`src/rtl/mstream_sequencer.sv`:
```
// Pattern-to-sensor stream sequencer: paces FIFO reads into bursts of num_row
// words per pattern, with idle gaps, for num_pat patterns per sequence.
module mstream_sequencer (
   input  logic        clk,
   input  logic        reset,
   input  logic        start,
   input  logic        abort,
   input  logic [31:0] num_pat,
   input  logic [11:0] num_row,
   input  logic [15:0] gap_len,
   input  logic        fifo_empty,
   input  logic [11:0] fifo_rd_count,
   output logic        stream_en,
   output logic        busy,
   output logic        done,
   output logic [31:0] pat_idx,
   output logic        underrun
);

   localparam logic [2:0] S_IDLE   = 3'd0;
   localparam logic [2:0] S_WAIT   = 3'd1;
   localparam logic [2:0] S_STREAM = 3'd2;
   localparam logic [2:0] S_GAP    = 3'd3;
   localparam logic [2:0] S_FIN    = 3'd4;

   logic [2:0]  state;
   logic [31:0] num_pat_q;
   logic [11:0] num_row_q;
   logic [15:0] gap_len_q;
   logic [11:0] row_cnt;
   logic [15:0] gap_cnt;
   logic [1:0]  rst_sync;
   logic        rst_int;

   // Reset asserts immediately but is released only on a clock edge.
   always_ff @(posedge clk or posedge reset) begin
      if (reset) rst_sync <= 2'b11;
      else       rst_sync <= {rst_sync[0], 1'b0};
   end
   assign rst_int = rst_sync[1];

   // NOTE: stream_en is decoded from registered state so it drops the instant reset lands.
   assign stream_en = (state == S_STREAM) && !fifo_empty;
   assign busy      = (state != S_IDLE);
   assign done      = (state == S_FIN);

   // NOTE: all sequential state uses non-blocking assignments; blocking here would race between flops.
   always_ff @(posedge clk or posedge rst_int) begin
      if (rst_int) begin
         state     <= S_IDLE;
         num_pat_q <= '0;
         num_row_q <= '0;
         gap_len_q <= '0;
         row_cnt   <= '0;
         gap_cnt   <= '0;
         pat_idx   <= '0;
         underrun  <= 1'b0;
      end else if (abort) begin
         state <= S_IDLE;
      end else begin
         case (state)
            S_IDLE: begin
               if (start) begin
                  num_pat_q <= num_pat;
                  num_row_q <= num_row;
                  gap_len_q <= gap_len;
                  pat_idx   <= '0;
                  underrun  <= 1'b0;
                  state     <= (num_pat == 32'd0 || num_row == 12'd0) ? S_FIN : S_WAIT;
               end
            end
            S_WAIT: begin
               if (fifo_rd_count >= num_row_q) begin
                  row_cnt <= '0;
                  state   <= S_STREAM;
               end
            end
            S_STREAM: begin
               if (fifo_empty) begin
                  underrun <= 1'b1;
               end else if (row_cnt == num_row_q - 12'd1) begin
                  pat_idx <= pat_idx + 32'd1;
                  if (pat_idx + 32'd1 == num_pat_q) begin
                     state <= S_FIN;
                  end else if (gap_len_q == 16'd0) begin
                     state <= S_WAIT;
                  end else begin
                     gap_cnt <= gap_len_q - 16'd1;
                     state   <= S_GAP;
                  end
               end else begin
                  row_cnt <= row_cnt + 12'd1;
               end
            end
            S_GAP: begin
               if (gap_cnt == 16'd0) state <= S_WAIT;
               else                  gap_cnt <= gap_cnt - 16'd1;
            end
            S_FIN:   state <= S_IDLE;
            default: state <= S_IDLE;
         endcase
      end
   end

endmodule

```
`config.mk`:
```
export PLATFORM = sky130hd
export DESIGN_NAME = mstream_sequencer
export DESIGN_NICKNAME = d
export VERILOG_FILES = /design/src/rtl/mstream_sequencer.sv
export SDC_FILE = /design/constraint.sdc
export NUM_CORES = 1
export LEC_CHECK = 0
export CAP_MARGIN = 10
export CORE_MARGIN = 2
export CORE_UTILIZATION = 49
export CTS_CLUSTER_SIZE = 8
export DETAILED_ROUTE_END_ITERATION = 7
export HOLD_SLACK_MARGIN = 0.02
export MAX_ROUTING_LAYER = met4
export PLACE_DENSITY = 0.72
export SYNTH_ARGS = -nofsm -noshare
export SYNTH_HDL_FRONTEND = slang
export SYNTH_SLANG_ARGS = --single-unit
```
`constraint.sdc`:
```
create_clock -name clk -period 4.7 [get_ports clk]
set_clock_uncertainty 0.1 [all_clocks]
set_input_delay 1.175 -clock clk [delete_from_list [all_inputs] [get_ports clk]]
set_output_delay 1.175 -clock clk [all_outputs]
set_load 0.01 [all_outputs]
```
==> metrics.md, run 1 <==
| Metric | Value |
|---|---|
| Most frequent CP cell | `nand4_1` |
| Hold Path Class | `reg2async` |
| Clock period minus worst slack | `4.21 ns` |
| Pre-CTS setup slack | `0.456 ns` |
| Final setup viols | `0` |
| First-pass GRT wire length | `39,200 um` |
| Post-synth EDFFs | `0` |
| F_max | `237 MHz` |
| Synthesized Nets | `1,070` |
| Post-route cell area | `10,400 um2` |
| Setup ws final | `0.488 ns` |
| Die Y | `136 um` |
| Worst path slowest cell | `or4_1` |
| Leakage power | `4.07 nW` |
| Worst rel slew slack | `48.3%` |
| Share of layout cells above drive strength 1 | `11.4%` |
| Post-Syn Area per Cell | `8.77 um2` |
| Maximum clock path buffer count | `2` |
| Rows | `48` |
| DRT Pass-1 Iters | `5` |
| Setup bufs post-CTS | `0` |
| Final nets | `1,153` |
| Post-synth top area cell | `dfrtp_1` |
| Die Width | `136 um` |
| CTS tree | `yes` |
| Critical path class | `reg2reg` |
| Vias/cell | `6.14` |
| Total track usage | `27.7%` |
| CP endpoint kind | `flop` |
| Gr busiest metal | `met2` |
| Routed Antenna Nets | `0` |
| Hold Vio Cnt, Final | `0` |
| GRT met2 Usage | `42.7%` |
| Total wire length | `24,200 um` |
| Detail Placement HPWL | `17,400 um` |
| Drt wl/cell | `18.6 um` |
| # hold bufs at CTS | `0` |
| Ys async rst share | `100%` |
| Synth cell types | `81` |
| Arr. time, crit path | `4.43 ns` |
| Setup TNS | `0 ns` |
| Yosys reg bits | `126` |
| RSZ-0062 raised after global routing | `false` |
| Most common cell after layout, fill and taps aside | `dfrtp_1` |
| Final worst-path cycle share | `89.6%` |
| Violation count after the first detailed-route iteration | `759` |
| Status | `completed` |
| Critical Path Fanout Max | `11` |
| Max-Cap Viols | `0` |
| Area added between synthesis and finish | `21.5%` |
| Commonest cells after routing, fill and taps aside | `dfrtp_1, clkdlybuf4s50_1, o21ai_0` |
| Initial Util | `49.9%` |
| GPL Wtd Cong | `0.959` |
| Ports | `113` |
| Fin. max-slew vios | `0` |
| Crit-path cells | `ha_1 > and3_1 > nand4_1 > or4_1 > a22oi_1 > nand4_1 > nor4_4 > or2_0 > buf_4 > o41ai_2 > a21o_1` |
| Peak VDD IR | `312 uV` |
| Met1 global-route usage | `37.2%` |
| Number of global-route vias before repair | `7,406` |
| Slowest stage delay, CP | `0.58 ns` |
| DIE AREA | `18,600 um2` |
| Seq/Total Area, Yosys | `36.8%` |
| Core area | `17,200 um2` |
| CTS Root Cell | `clkbuf_16` |
| # H-tree levels | `4` |
| Clock Latency Late Sink | `0.42 ns` |
| Power per cell area | `487 nW/um2` |
| Largest net degree at the start of global routing | `77` |
| Clock transition at path regs | `0.06 ns` |
| Initial antenna violation count | `0` |
| Grt ovf | `0` |
| Syn Inst Count | `977` |
| CP required | `4.91 ns` |
| Number of synthesis warnings | `0` |
| Met3 usage in global routing | `5.97%` |
| Ant. Diodes | `0` |
| Cts bufs inserted | `17` |
| Worst setup SP type | `flop` |
| DRC errors left | `0` |
| Mapped Area | `8570 um2` |
| CTS sink count | `126` |
| Area after DPL | `9830 um2` |
| Synth area leaders | `dfrtp_1, mux2_2, o21ai_0` |
| Post-synth top flop | `dfrtp_1` |
| Top cell type's share of synthesized area | `36.2%` |
| Via total after detailed routing | `7,973` |
| Slew of the pin with the lowest slew margin | `0.775 ns` |
| Number of port buffers | `112` |
==> report_power, final <==
part	total (mW)	switching, mW	internal, mW
registers	1.91	0.466	1.45
clock network	1.27	0.477	0.794
logic	1.89	0.979	0.907
total	5.07	1.92	3.15
==> cell type report <==
| cell class | instances | area, um2 |
|---|---|---|
| flip-flops and latches | 126 | 3160 |
| well taps | 225 | 282 |
| repair buffers | 129 | 1260 |
| clock buffers | 26 | 509 |
| inverters | 25 | 96.3 |
| fillers | 1519 | 6770 |
| multi-input cells | 761 | 5050 |
| clock inverters | 6 | 57.6 |
==> cell families (layout without fill, tap and decap cells) <==
kind of cell | Yosys count | count (layout) | share of synthesized area, %
and+or+nand+nor | 399 | 399 | 25.9
muxes | 53 | 53 | 6.91
xor gates and xnor gates | 54 | 54 | 5.52
adders and majority gates | 16 | 16 | 2.34
other | 1 | 1 | 0.0438
DFF | 126 | 126 | 36.8
buffers and inverters | 90 | 186 | 4.44
AOI/OAI and AO/OA | 238 | 238 | 18.0
==> cells in the mapped netlist, types with 13 or more instances <==
library cell	count
and2_1	13
xnor2_1	32
a21oi_1	34
clkbuf_1	43
o31ai_1	20
mux2_2	49
nor3_1	33
o21ai_0	83
nand4_1	31
and3_1	16
xor2_1	22
a31oi_1	24
dfrtp_1	124
inv_1	25
buf_2	14
nand3_1	32
nand2_1	74
nor2_1	82
ha_1	16
nor4_1	27
==> flip-flops by register name (all words and copies together) (netlist names) <==
name       flops
gap_cnt       16
gap_len_q     16
num_pat_q     32
num_row_q     12
pat_idx       32
row_cnt       12
rst_sync       2
state          3
underrun       1
==> per-stage QoR <==
stage / instances / utilization (%) / power [mW] / hold slack [ns]
global route: 1298 / 60.6 / 5.41 / 0.257
CTS: 1298 / 60.5 / 5.08 / 0.254
finish: 1298 / 60.6 / 5.07 / 0.221
global placement: 1266 / 57.2 / 3.75 / 0.242
detailed placement: 1266 / 57.2 / 3.79 / 0.247
floorplan: 977 / - / 3.21 / 0.245
==> critical path: cells and delay by family, from the launching register on <==
family	cells	cell delay [ns]
AOI/OAI and AO/OA	3	0.48
adders and majority gates	1	0.35
DFF	1	0.48
and+or+nand+nor	6	2.40
buffers and inverters	1	0.29
==> worst paths after layout <==
check | start | slack (ns) | end | cells past startpoint
setup / recovery | pat_idx[0] | 0.49 | gap_cnt[6] | 11
hold / removal | rst_sync[1] | 0.22 | num_pat_q[13] | 1
setup reg to reg | pat_idx[0] | 0.49 | gap_cnt[6] | 11
hold reg to reg | rst_sync[1] | 0.22 | num_pat_q[13] | 1
max in group asynchronous | rst_sync[1] | 3.30 | num_pat_q[29] | 2
min in group clk | rst_sync[0] | 0.25 | rst_sync[1] | 0
==> per-layer routing <==
layer,part of all wire (%),routed length [um],vias to the layer above
met5,0,0,-
met4,1.6,386,0
met3,5.9,1440,38
met2,47,11400,291
met1,45,10900,3829
li1,-,-,3815
==> what timing repair did <==
item,4_1_cts,5_1_grt
gates resized for setup,0,1
endpoints found under the hold margin,0,0
setup endpoints to repair,0,2
Note: power is estimated with default switching activity, not from simulation.
==> inputs of run 2 (changes only) <==
- CORE_MARGIN: 2 -> 3
==> run 2 against run 1 <==
Net effect:
- final area down 0.81%
- global-route usage down 1.9 points
- final cell count down 0.62%
- sequential cell count unchanged
- maximum frequency up 2.4%
- register-to-register slack better by 0.10 ns
- non-clock buffer count down 4
- hold slack better by 0.042 ns
- wire length down 0.55%
- setup slack better by 0.10 ns
- largest cell class unchanged
==> metrics.md, run 2 (synthesis results as in run 1) <==
| Metric | Value |
|---|---|
| Leakage power | `4.01 nW` |
| Initial antenna violation count | `1` |
| F_max | `243 MHz` |
| Clock Latency Late Sink | `0.43 ns` |
| Commonest cells after routing, fill and taps aside | `dfrtp_1, clkdlybuf4s50_1, o21ai_0` |
| CTS tree | `yes` |
| RSZ-0062 raised after global routing | `false` |
| Via total after detailed routing | `8,002` |
| CTS Root Cell | `clkbuf_16` |
| DRT Pass-1 Iters | `5` |
| Area added between synthesis and finish | `20.5%` |
| Ports | `113` |
| Largest net degree at the start of global routing | `60` |
| First-pass GRT wire length | `39,700 um` |
| Core area | `16,800 um2` |
| Final setup viols | `0` |
| Violation count after the first detailed-route iteration | `634` |
| Total of cells resized after clock tree synthesis | `0` |
| Cts bufs inserted | `17` |
| Peak VDD IR | `286 uV` |
| Grt ovf | `0` |
| GPL Wtd Cong | `0.970` |
| Setup ws final | `0.588 ns` |
| Clock period minus worst slack | `4.11 ns` |
| Share of layout cells above drive strength 1 | `11.3%` |
| Vias/cell | `6.20` |
| Setup TNS | `0 ns` |
| CP endpoint kind | `flop` |
| Clock transition at path regs | `0.06 ns` |
| Fin. max-slew vios | `0` |
| Final Non-Filler Cells | `1,290` |
| Worst rel slew slack | `33.2%` |
| Final nets | `1,149` |
| Detail Placement HPWL | `17,400 um` |
| Status | `completed` |
| GRT met2 Usage | `40.1%` |
| CTS sink count | `126` |
| CP required | `4.91 ns` |
| Critical path class | `reg2reg` |
| Max-Cap Viols | `0` |
| Slew of the pin with the lowest slew margin | `0.998 ns` |
| Rows | `47` |
| # hold bufs at CTS | `0` |
| Top flop regs | `num_pat_q (32), pat_idx (32)` |
| # H-tree levels | `4` |
| Placed cell count | `1,257` |
| Die Width | `138 um` |
| Power per cell area | `484 nW/um2` |
| Met3 usage in global routing | `5.70%` |
| Setup bufs post-CTS | `0` |
| Maximum clock path buffer count | `2` |
| Initial Util | `50.9%` |
| Final worst-path cycle share | `87.5%` |
| Die Y | `138 um` |
| DRC errors left | `0` |
| Drt wl/cell | `18.7 um` |
| Critical Path Fanout Max | `23` |
| Gr busiest metal | `met2` |
| Routed Antenna Nets | `0` |
| DIE AREA | `19,100 um2` |
| Worst setup SP type | `flop` |
| Number of port buffers | `112` |
| Total wire length | `24,100 um` |
| Overall power | `5.00 mW` |
| Hold Vio Cnt, Final | `0` |
| Post-route cell area | `10,300 um2` |
| Area after DPL | `9780 um2` |
| Pre-CTS setup slack | `0.674 ns` |
| Met1 global-route usage | `33.7%` |
| Arr. time, crit path | `4.32 ns` |
| Most common cell after layout, fill and taps aside | `dfrtp_1` |
| Number of global-route vias before repair | `7,647` |
| Hold Path Class | `reg2reg` |
| Total track usage | `25.8%` |
==> run 2: worst max-delay path: stages (launching register included) <==
cell and delay, ns:
dfrtp_1 0.48, ha_1 0.37, nand3_1 0.28, nor4_2 0.61, a31oi_1 0.18, nor4b_1 0.46, nand4_1 0.23, nor4_4 0.46
or2_0 0.17, buf_4 0.26, o31ai_1 0.10, a221o_1 0.29
==> run 2: per-stage QoR <==
step                hold slack [ns]  utilization, %
floorplan                     0.245               -
global placement              0.246            58.2
detailed placement            0.254            58.2
CTS                           0.263            61.4
global route                  0.265            61.4
finish                        0.262            61.4
==> run 2: layout make-up <==
type | instances | area, um2
Tap cell | 220 | 275
Timing Repair Buffer | 125 | 1220
Clock buffer | 18 | 429
Multi-Input combinational cell | 761 | 5040
Clock inverter | 14 | 109
Fill cell | 1478 | 6490
Sequential cell | 126 | 3160
Antenna cell | 1 | 2.50
Inverter | 25 | 96.3
==> run 2: final timing paths <==
kind	start	to	slack, ns	cells after the start
hold / removal	rst_sync[0]	rst_sync[1]	0.26	0
setup reg to reg	pat_idx[0]	gap_cnt[2]	0.59	11
min in group asynchronous	rst_sync[1]	num_pat_q[7]	0.29	1
max in group asynchronous	rst_sync[1]	pat_idx[25]	3.23	2
hold reg to reg	rst_sync[0]	rst_sync[1]	0.26	0
setup / recovery	pat_idx[0]	gap_cnt[2]	0.59	11
==> run 2: power by group <==
group / internal, mW / switching, mW
clock network: 0.682 / 0.536
registers: 1.44 / 0.472
logic: 0.896 / 0.968
total: 3.02 / 1.98
==> run 2: layer usage <==
metal,vias to the layer above,part of all wire (%)
met1,3844,44
met3,55,5.7
met5,-,0
li1,3807,-
met4,0,2.8
met2,296,47
